### config.mk
export PLATFORM = sky130hd
export DESIGN_NAME = store_buffer
export DESIGN_NICKNAME = d
export VERILOG_FILES = /design/src/rtl/store_buffer.sv
export SDC_FILE = /design/constraint.sdc
export NUM_CORES = 1
export LEC_CHECK = 0
export BUFFER_PORTS_ARGS = -buffer_cell sky130_fd_sc_hd__buf_2
export CORE_MARGIN = 5
export CORE_UTILIZATION = 45
export CTS_CLUSTER_DIAMETER = 50
export DETAILED_ROUTE_END_ITERATION = 12
export PLACE_DENSITY = 0.74
export SETUP_SLACK_MARGIN = 0.2
export SLEW_MARGIN = 10
export SYNTH_ARGS = -nofsm -noshare
export SYNTH_HDL_FRONTEND = slang
export SYNTH_SLANG_ARGS = --single-unit
### constraint.sdc
create_clock -name clk -period 8.1 [get_ports clk]
set_clock_uncertainty 0.15 [all_clocks]
set_input_delay 0.405 -clock clk [delete_from_list [all_inputs] [get_ports clk]]
set_output_delay 0.405 -clock clk [all_outputs]
set_load 0.05 [all_outputs]
### src/rtl/store_buffer.sv
// store_buffer: posted-write FIFO in front of Data_Memory with load forwarding.
// Owns the memory port; a missing load or a head drain gets it each cycle, never both.
module store_buffer #(
  parameter int DEPTH = 4,
  parameter int AW = 32,
  parameter int DW = 32
) (
  input  logic                       clk,
  input  logic                       rst,
  input  logic                       flush,
  input  logic                       st_valid,
  output logic                       st_ready,
  input  logic [AW-1:0]              st_addr,
  input  logic [DW-1:0]              st_data,
  input  logic                       ld_valid,
  output logic                       ld_ready,
  input  logic [AW-1:0]              ld_addr,
  output logic                       ld_rvalid,
  output logic [DW-1:0]              ld_rdata,
  output logic                       misalign,
  output logic [$clog2(DEPTH):0]     sb_count,
  output logic                       sb_empty,
  output logic                       mem_readEn,
  output logic                       mem_writeEn,
  output logic [AW-1:0]              mem_address,
  output logic [DW-1:0]              mem_WriteData,
  input  logic [DW-1:0]              mem_ReadData
);
  localparam int PW = $clog2(DEPTH);
  localparam int CW = PW + 1;
  typedef enum logic {RUN, FLUSH} state_t;
  state_t          state;
  logic [AW-3:0]   addr_q [DEPTH];
  logic [DW-1:0]   data_q [DEPTH];
  logic [PW-1:0]   rd_ptr, wr_ptr;
  logic [CW-1:0]   count, count_nx;
  logic            hit, full, run, ld_acc, st_acc, drain;
  logic [DW-1:0]   fwd_data;
  // Scan oldest to youngest so the last match is the youngest pending store.
  always_comb begin
    hit = 1'b0;
    fwd_data = '0;
    for (int k = 0; k < DEPTH; k++) begin
      if (CW'(k) < count && addr_q[rd_ptr + PW'(k)] == ld_addr[AW-1:2]) begin
        hit = 1'b1;
        fwd_data = data_q[rd_ptr + PW'(k)];
      end
    end
  end
  assign run           = rst && state == RUN;
  assign full          = count == CW'(DEPTH);
  assign st_ready      = run && !full;
  assign ld_ready      = run && !(!hit && full);
  assign ld_acc        = ld_valid && ld_ready;
  assign st_acc        = st_valid && st_ready;
  assign mem_readEn    = ld_acc && !hit;
  assign mem_writeEn   = rst && !mem_readEn && count != '0;
  assign drain         = mem_writeEn;
  assign mem_address   = mem_readEn ? {ld_addr[AW-1:2], 2'b00} : {addr_q[rd_ptr], 2'b00};
  assign mem_WriteData = data_q[rd_ptr];
  assign count_nx      = count + CW'(st_acc) - CW'(drain);
  assign sb_count      = count;
  always_ff @(posedge clk) begin
    if (st_acc) begin
      addr_q[wr_ptr] <= st_addr[AW-1:2];
      data_q[wr_ptr] <= st_data;
    end
  end
  always_ff @(posedge clk or negedge rst) begin
    if (!rst) begin
      state     <= RUN;
      rd_ptr    <= '0;
      wr_ptr    <= '0;
      count     <= '0;
      ld_rvalid <= 1'b0;
      ld_rdata  <= '0;
      misalign  <= 1'b0;
      sb_empty  <= 1'b1;
    end else begin
      state     <= state == RUN ? (flush ? FLUSH : RUN) : (count == '0 && !flush ? RUN : FLUSH);
      if (st_acc) wr_ptr <= wr_ptr + 1'b1;
      if (drain) rd_ptr <= rd_ptr + 1'b1;
      count     <= count_nx;
      ld_rvalid <= ld_acc;
      if (ld_acc) ld_rdata <= hit ? fwd_data : mem_ReadData;
      misalign  <= (ld_acc && ld_addr[1:0] != 2'b00) || (st_acc && st_addr[1:0] != 2'b00);
      sb_empty  <= count_nx == '0 && !ld_acc;
    end
  end
endmodule

==> results of run 1 <==
-- what timing repair did --
action,in CTS,in global routing
gates resized for setup,0,0
hold buffers,67,0
endpoints found under the hold margin,292,0
-- registers in the layout (all words and copies together), names as in the netlist, 2 cells and up --
signal and count:
addr_q 120, rd_ptr 2, data_q 128, ld_rdata 32
wr_ptr 2, sb_count 3
-- kinds of logic (layout without fill, tap and decap cells) --
| logic type | after synthesis | count (layout) | synth area share, % |
|---|---|---|---|
| xor+xnor | 102 | 102 | 4.88 |
| fa+ha+maj | 9 | 9 | 0.657 |
| flops | 291 | 291 | 46.6 |
| other cells | 1 | 2 | 0.0205 |
| simple gates | 303 | 303 | 8.20 |
| compound gates | 338 | 338 | 13.7 |
| buf+inv | 169 | 413 | 4.34 |
| mux | 348 | 348 | 21.6 |
-- synth_stat cells, types with 4 or more instances --
| master | count | area (um^2) |
|---|---|---|
| a2111oi_0 | 38 | 333 |
| a211oi_1 | 6 | 45.0 |
| a21oi_1 | 48 | 240 |
| a221oi_1 | 5 | 43.8 |
| a222oi_1 | 4 | 40.0 |
| a22oi_1 | 39 | 293 |
| a31o_2 | 33 | 289 |
| a31oi_1 | 32 | 200 |
| and2_1 | 4 | 25.0 |
| and3_1 | 6 | 37.5 |
| buf_1 | 25 | 93.8 |
| buf_2 | 22 | 110 |
| buf_4 | 13 | 97.6 |
| buf_6 | 11 | 124 |
| clkbuf_1 | 82 | 308 |
| dfrtp_1 | 42 | 1050 |
| edfxtp_1 | 248 | 7450 |
| ha_1 | 8 | 100 |
| inv_1 | 16 | 60.1 |
| mux2_2 | 78 | 878 |
| mux2_4 | 27 | 405 |
| mux2i_1 | 223 | 2230 |
| mux4_2 | 19 | 428 |
| nand2_1 | 22 | 82.6 |
| nand2b_1 | 6 | 37.5 |
| nand3_1 | 43 | 215 |
| nand4_1 | 18 | 113 |
| nor2_1 | 144 | 541 |
| nor3b_1 | 32 | 240 |
| nor4_1 | 8 | 50.1 |
| o2111ai_1 | 5 | 43.8 |
| o211ai_1 | 4 | 30.0 |
| o21ai_0 | 15 | 75.1 |
| o22ai_1 | 13 | 81.3 |
| o311ai_0 | 34 | 298 |
| o31ai_1 | 33 | 248 |
| xnor2_1 | 65 | 569 |
| xor2_1 | 37 | 324 |
-- path summary, 6_finish.rpt --
check | from | depth (start not counted) | endpoint | slack (ns)
max in group asynchronous | rst | 3 | rd_ptr[1] | 6.90
min in group asynchronous | rst | 3 | ld_rvalid | 0.36
worst min register to register | state | 1 | state | 0.37
worst max register to register | rd_ptr[0] | 13 | misalign | 1.87
worst max-delay path | rd_ptr[1] | 15 | mem_address[31] | 1.27
worst min-delay path | mem_ReadData[3] | 3 | ld_rdata[3] | 0.03
-- worst max-delay path: cells and delay by family, from the launching register on --
family	cells	cell delay [ns]
flops	1	0.77
buf+inv	6	2.01
mux	2	0.79
compound gates	3	0.63
simple gates	4	1.37
-- power breakdown --
part           switching, W  internal [W]  total (W)  leakage [nW]
registers          0.000165       0.00177    0.00193          2.72
clock network      0.000683       0.00102    0.00170         0.615
logic               0.00267       0.00138    0.00405          4.78
-- cells in the final DEF, fill, tap and decap left out, types with 39 or more instances in the layout --
cell,count
a21oi_1,48
a22oi_1,39
buf_2,236
dfrtp_1,40
dlygate4sd3_1,67
edfxtp_1,248
mux2_2,78
mux2i_1,223
nand3_1,43
nor2_1,144
xnor2_1,65
-- layer usage --
metal	global-route usage [%]	up-vias	routed length, um
li1	-	6523	-
met1	34.0	7220	23600
met2	40.3	773	27200
met3	4.88	109	5200
met4	7.26	6	1470
met5	0	-	29
-- through the flow --
stage | area [um^2] | cells | hold WS (ns) | power (W) | setup WS, ns
after floorplan | 18300 | 1562 | -0.0406 | 0.00508 | 3.48
final | 21600 | 2331 | 0.0324 | 0.00769 | 1.27
after global routing | 21600 | 2331 | 0.0301 | 0.00802 | 0.987
after CTS | 21600 | 2331 | 0.00662 | 0.00769 | 1.27
after global placement | 19700 | 2195 | 0.329 | 0.00589 | 2.03
after detailed placement | 19700 | 2195 | 0.344 | 0.00594 | 1.88
-- area by class of cell --
class	instances	area [um^2]	area share [%]
flip-flops and latches	291	8530	39.5
repair buffers	328	2060	9.55
clock buffers	46	991	4.58
inverters	16	61.3	0.284
well taps	525	657	3.04
clock inverters	23	297	1.37
multi-input cells	1102	9020	41.7
==> impl_metrics.env, run 1 <==
export IMPL_syn2layout_area_growth_pct=18.2
export IMPL_ys_flop_type="edfxtp_1"
export IMPL_htreeDepth=2
export IMPL_syn_area_per_cell_um2=11.7
export IMPL_rows=73
export IMPL_post_route_min_period_ns=6.83
export IMPL_cp_common_cell="buf_4"
export IMPL_cts_root_buffer="clkbuf_16"
export IMPL_async_flop_share_pct=14.8
export IMPL_crit_type="flip-flop to output port"
export IMPL_cpPeakStageDelay_ns=0.98
export IMPL_ys_types=71
export IMPL_gp_congestion=0.976
export IMPL_cp_end_kind="output port"
export IMPL_first_pass_iters=6
export IMPL_cts_sinks=291
export IMPL_overflow=0
export IMPL_maxSlewViolCount=0
export IMPL_cp_arrival_ns=6.27
export IMPL_outcome="completed"
export IMPL_core_mm2=0.0400
export IMPL_grt_pass1_vias=14500
export IMPL_finalSetupViolations=0
export IMPL_drtAntennaViolNets=0
export IMPL_cts_made_buffers=38
export IMPL_drive_gt1_share_pct=27.7
export IMPL_antenna_diode_count=0
export IMPL_synth_edf_count=248
export IMPL_drc_errors=0
export IMPL_required_ns=7.55
export IMPL_path_cells="buf_12 -> buf_4 -> mux2i_1 -> a22oi_1 -> a32oi_1 -> a21o_1 -> nor4_4 -> buf_4 -> nand2_2 -> buf_4 -> and3_1 -> buf_4 -> and3_2 -> mux2_2 -> buf_2"
export IMPL_yosysWarnings=0
export IMPL_io_buffers=236
export IMPL_ir_drop_uv=326
export IMPL_grt_pass1_wl_um=86400
export IMPL_vias_per_cell=6.28
export IMPL_tns_ns=0
export IMPL_timing_final_crit_share_pct=84.3
export IMPL_grt_max_degree=197
export IMPL_clock_latency_ns=0.56
export IMPL_worst_pin_slew_ns=1.13
export IMPL_ys_seq_area_share_pct=46.6
export IMPL_io_pins=239
export IMPL_ys_seq_elements=291
export IMPL_cap_violations=0
export IMPL_clk_pin_slew_worst_paths_ns=0.05
export IMPL_crit_path_max_fanout=52
export IMPL_powerDensity_mw_per_mm2=356
export IMPL_fin_nets=1919
export IMPL_tritoncts="done"
export IMPL_max_freq_mhz=146
export IMPL_dp_hpwl_um=37800
export IMPL_drt_iter0_drc=1547
export IMPL_syn_cell_area_mm2=0.0183
export IMPL_wl_per_cell_um=24.6
export IMPL_die_h_um=212
export IMPL_syn_inst=1561
export IMPL_finalHoldViolations=0
export IMPL_antenna_found_initial=3
export IMPL_power_leakage_nw=8.11
export IMPL_cts_setup_buffers=0
export IMPL_start_util_pct=45.7
export IMPL_hold_class="input port to flip-flop"
export IMPL_nFillCells=3358
export IMPL_cp_slowest_cell="and3_2"
export IMPL_clockBufferDepth=3
export IMPL_grt_use_total_pct=24.8
export IMPL_via_count=14600
export IMPL_grt_setup_unrepaired="false"
export IMPL_final_util_pct=54.1
export IMPL_die_area_mm2=0.0448
export IMPL_start_kind="flip-flop"
export IMPL_dieWidth_um=212
export IMPL_routed_wl_um=57400
export IMPL_relSlewSlack_pct=24.9
(Power assumes the default switching activity.)
==> inputs of run 2 (changes only) <==
- PLACE_DENSITY: 0.74 -> 0.76
- clock period: 8.1 -> 5.85 ns (I/O delays scaled with it)
==> impl_metrics.env, run 2 (synthesis results as in run 1) <==
export IMPL_outcome="completed"
export IMPL_cts_root_buffer="clkbuf_16"
export IMPL_cp_arrival_ns=5.06
export IMPL_cp_slowest_cell="dfrtp_4"
export IMPL_core_mm2=0.0400
export IMPL_max_freq_mhz=182
export IMPL_routed_wl_um=59400
export IMPL_ir_drop_uv=371
export IMPL_tns_ns=0
export IMPL_io_buffers=236
export IMPL_dieWidth_um=212
export IMPL_vias_per_cell=6.35
export IMPL_final_util_pct=55.4
export IMPL_clockBufferDepth=3
export IMPL_path_cells="buf_4 -> mux2i_1 -> mux2i_1 -> xnor2_1 -> a2111oi_0 -> and4_1 -> a2bb2oi_1 -> and3_1 -> buf_6 -> and3_2 -> buf_12 -> mux2_4 -> buf_2"
export IMPL_finalSetupViolations=0
export IMPL_dp_hpwl_um=38900
export IMPL_syn2layout_area_growth_pct=21.1
export IMPL_p_int_w=0.00585
export IMPL_top_regs="data_q x128, addr_q x120, ld_rdata x32"
export IMPL_p_seq_share_pct=24.3
export IMPL_grt_pass1_vias=15100
export IMPL_clk_pin_slew_worst_paths_ns=0.06
export IMPL_clock_latency_ns=0.57
export IMPL_cts_sinks=291
export IMPL_drc_errors=0
export IMPL_cp_end_kind="output port"
export IMPL_overflow=0
export IMPL_required_ns=5.41
export IMPL_p_switching_w=0.00495
export IMPL_htreeDepth=2
export IMPL_via_count=15100
export IMPL_cap_violations=0
export IMPL_timing_final_crit_share_pct=94.1
export IMPL_hold_slack_ns=0.262
export IMPL_r2r_cells=14
export IMPL_start_util_pct=45.7
export IMPL_crit_path_max_fanout=35
export IMPL_grt_pass1_wl_um=89100
export IMPL_relSlewSlack_pct=23.8
export IMPL_grt_setup_unrepaired="false"
export IMPL_grt_max_degree=113
export IMPL_maxSlewViolCount=0
export IMPL_largest_register_ffs=128
export IMPL_cts_made_buffers=39
export IMPL_power_share_combinational_pct=53.4
export IMPL_final_common_cell="edfxtp_1"
export IMPL_rows=73
export IMPL_crit_type="flip-flop to output port"
export IMPL_gp_congestion=0.976
export IMPL_grt_use_total_pct=25.6
export IMPL_path_delay_family="buffers and inverters"
export IMPL_power_leakage_nw=8.34
export IMPL_start_kind="flip-flop"
export IMPL_drive_gt1_share_pct=27.7
export IMPL_cpPeakStageDelay_ns=0.73
export IMPL_io_pins=239
export IMPL_instances_no_fill=2382
export IMPL_clock_power_share_pct=22.3
export IMPL_final_cell_mix="248 x edfxtp_1, 236 x buf_2, 223 x mux2i_1, 144 x nor2_1, 102 x dlygate4sd3_1"
export IMPL_cp_depth=13
export IMPL_switching_share_pct=45.8
export IMPL_die_h_um=212
export IMPL_finalHoldViolations=0
export IMPL_tritoncts="done"
export IMPL_drt_iter0_drc=1668
export IMPL_top_register="data_q"
export IMPL_first_pass_iters=5
export IMPL_worst_pin_slew_ns=1.14
export IMPL_powerDensity_mw_per_mm2=488
export IMPL_drtAntennaViolNets=0
export IMPL_cp_common_cell="mux2i_1"
export IMPL_die_area_mm2=0.0448
export IMPL_post_route_min_period_ns=5.51
export IMPL_place_inst=2207
export IMPL_timing_critical_path_buf_inv=4
export IMPL_cts_setup_buffers=0
export IMPL_hold_class="input port to asynchronous set/reset pin"
export IMPL_antenna_found_initial=3
export IMPL_fin_nets=1967
export IMPL_wl_per_cell_um=24.9
run 2: cell count changes in the layout (fill, tap and decap cells not counted), moves of 2 or more:
cell | before | now
clkinv_2 | 9 | 4
clkinv_4 | 0 | 2
buf_4 | 23 | 31
inv_6 | 1 | 4
buf_12 | 2 | 5
dlygate4sd3_1 | 67 | 102
clkbuf_8 | 1 | 3
run 2: timing repair:
action | CTS | global route
endpoints found under the setup margin | 0 | 30
hold endpoints to repair | 327 | 0
resized for setup | 0 | 2
hold buffers | 102 | 0
run 2: worst paths after layout:
kind,slack (ns),from,end
max in group asynchronous,4.75,rst,rd_ptr[1]
setup reg to reg,0.64,rd_ptr[1],misalign
hold reg to reg,0.36,state,state
min in group clk,0.32,st_data[29],data_q[2][29]
hold / removal,0.26,rst,ld_rdata[31]
setup / recovery,0.34,rd_ptr[1],mem_address[10]
run 2: metal layers:
layer | vias up | track usage [%] | share of wire, %
met2 | 937 | 40.5 | 46
met1 | 7374 | 34.5 | 40
met5 | - | 0 | 0.024
met3 | 177 | 5.20 | 9.2
li1 | 6631 | - | -
met4 | 4 | 10.6 | 4.0
run 2: worst min-delay path: stages:
cell and delay, ns:
dlygate4sd3_1 0.52, buf_2 0.10, buf_4 0.55
run 2: area by class of cell:
| class | instances | area, um^2 |
|---|---|---|
| antenna | 1 | 2.50 |
| clock inverter | 24 | 292 |
| multi-input combinational | 1102 | 9020 |
| inverter | 16 | 61.3 |
| clock buffer | 48 | 1040 |
| timing repair buffer | 375 | 2550 |
| sequential | 291 | 8530 |
| tap | 525 | 657 |
| fill | 3360 | 17900 |
run 2: power by group through the flow:
stage	logic, W	clock network [W]	registers, W
finish	0.00577	0.00241	0.00263
global route	0.00606	0.00252	0.00264
CTS	0.00571	0.00244	0.00262
detailed placement	0.00563	0	0.00266
global placement	0.00558	0	0.00265
floorplan	0.00401	0	0.00302
run 2: per-stage QoR:
| stage | area, um^2 | total power [W] | setup slack (ns) |
|---|---|---|---|
| floorplan | 18300 | 0.00703 | 1.23 |
| global route | 22200 | 0.0112 | 0.217 |
| global placement | 19800 | 0.00823 | 0.777 |
| finish | 22200 | 0.0108 | 0.344 |
| detailed placement | 19800 | 0.00829 | 0.878 |
| CTS | 22100 | 0.0108 | 0.363 |
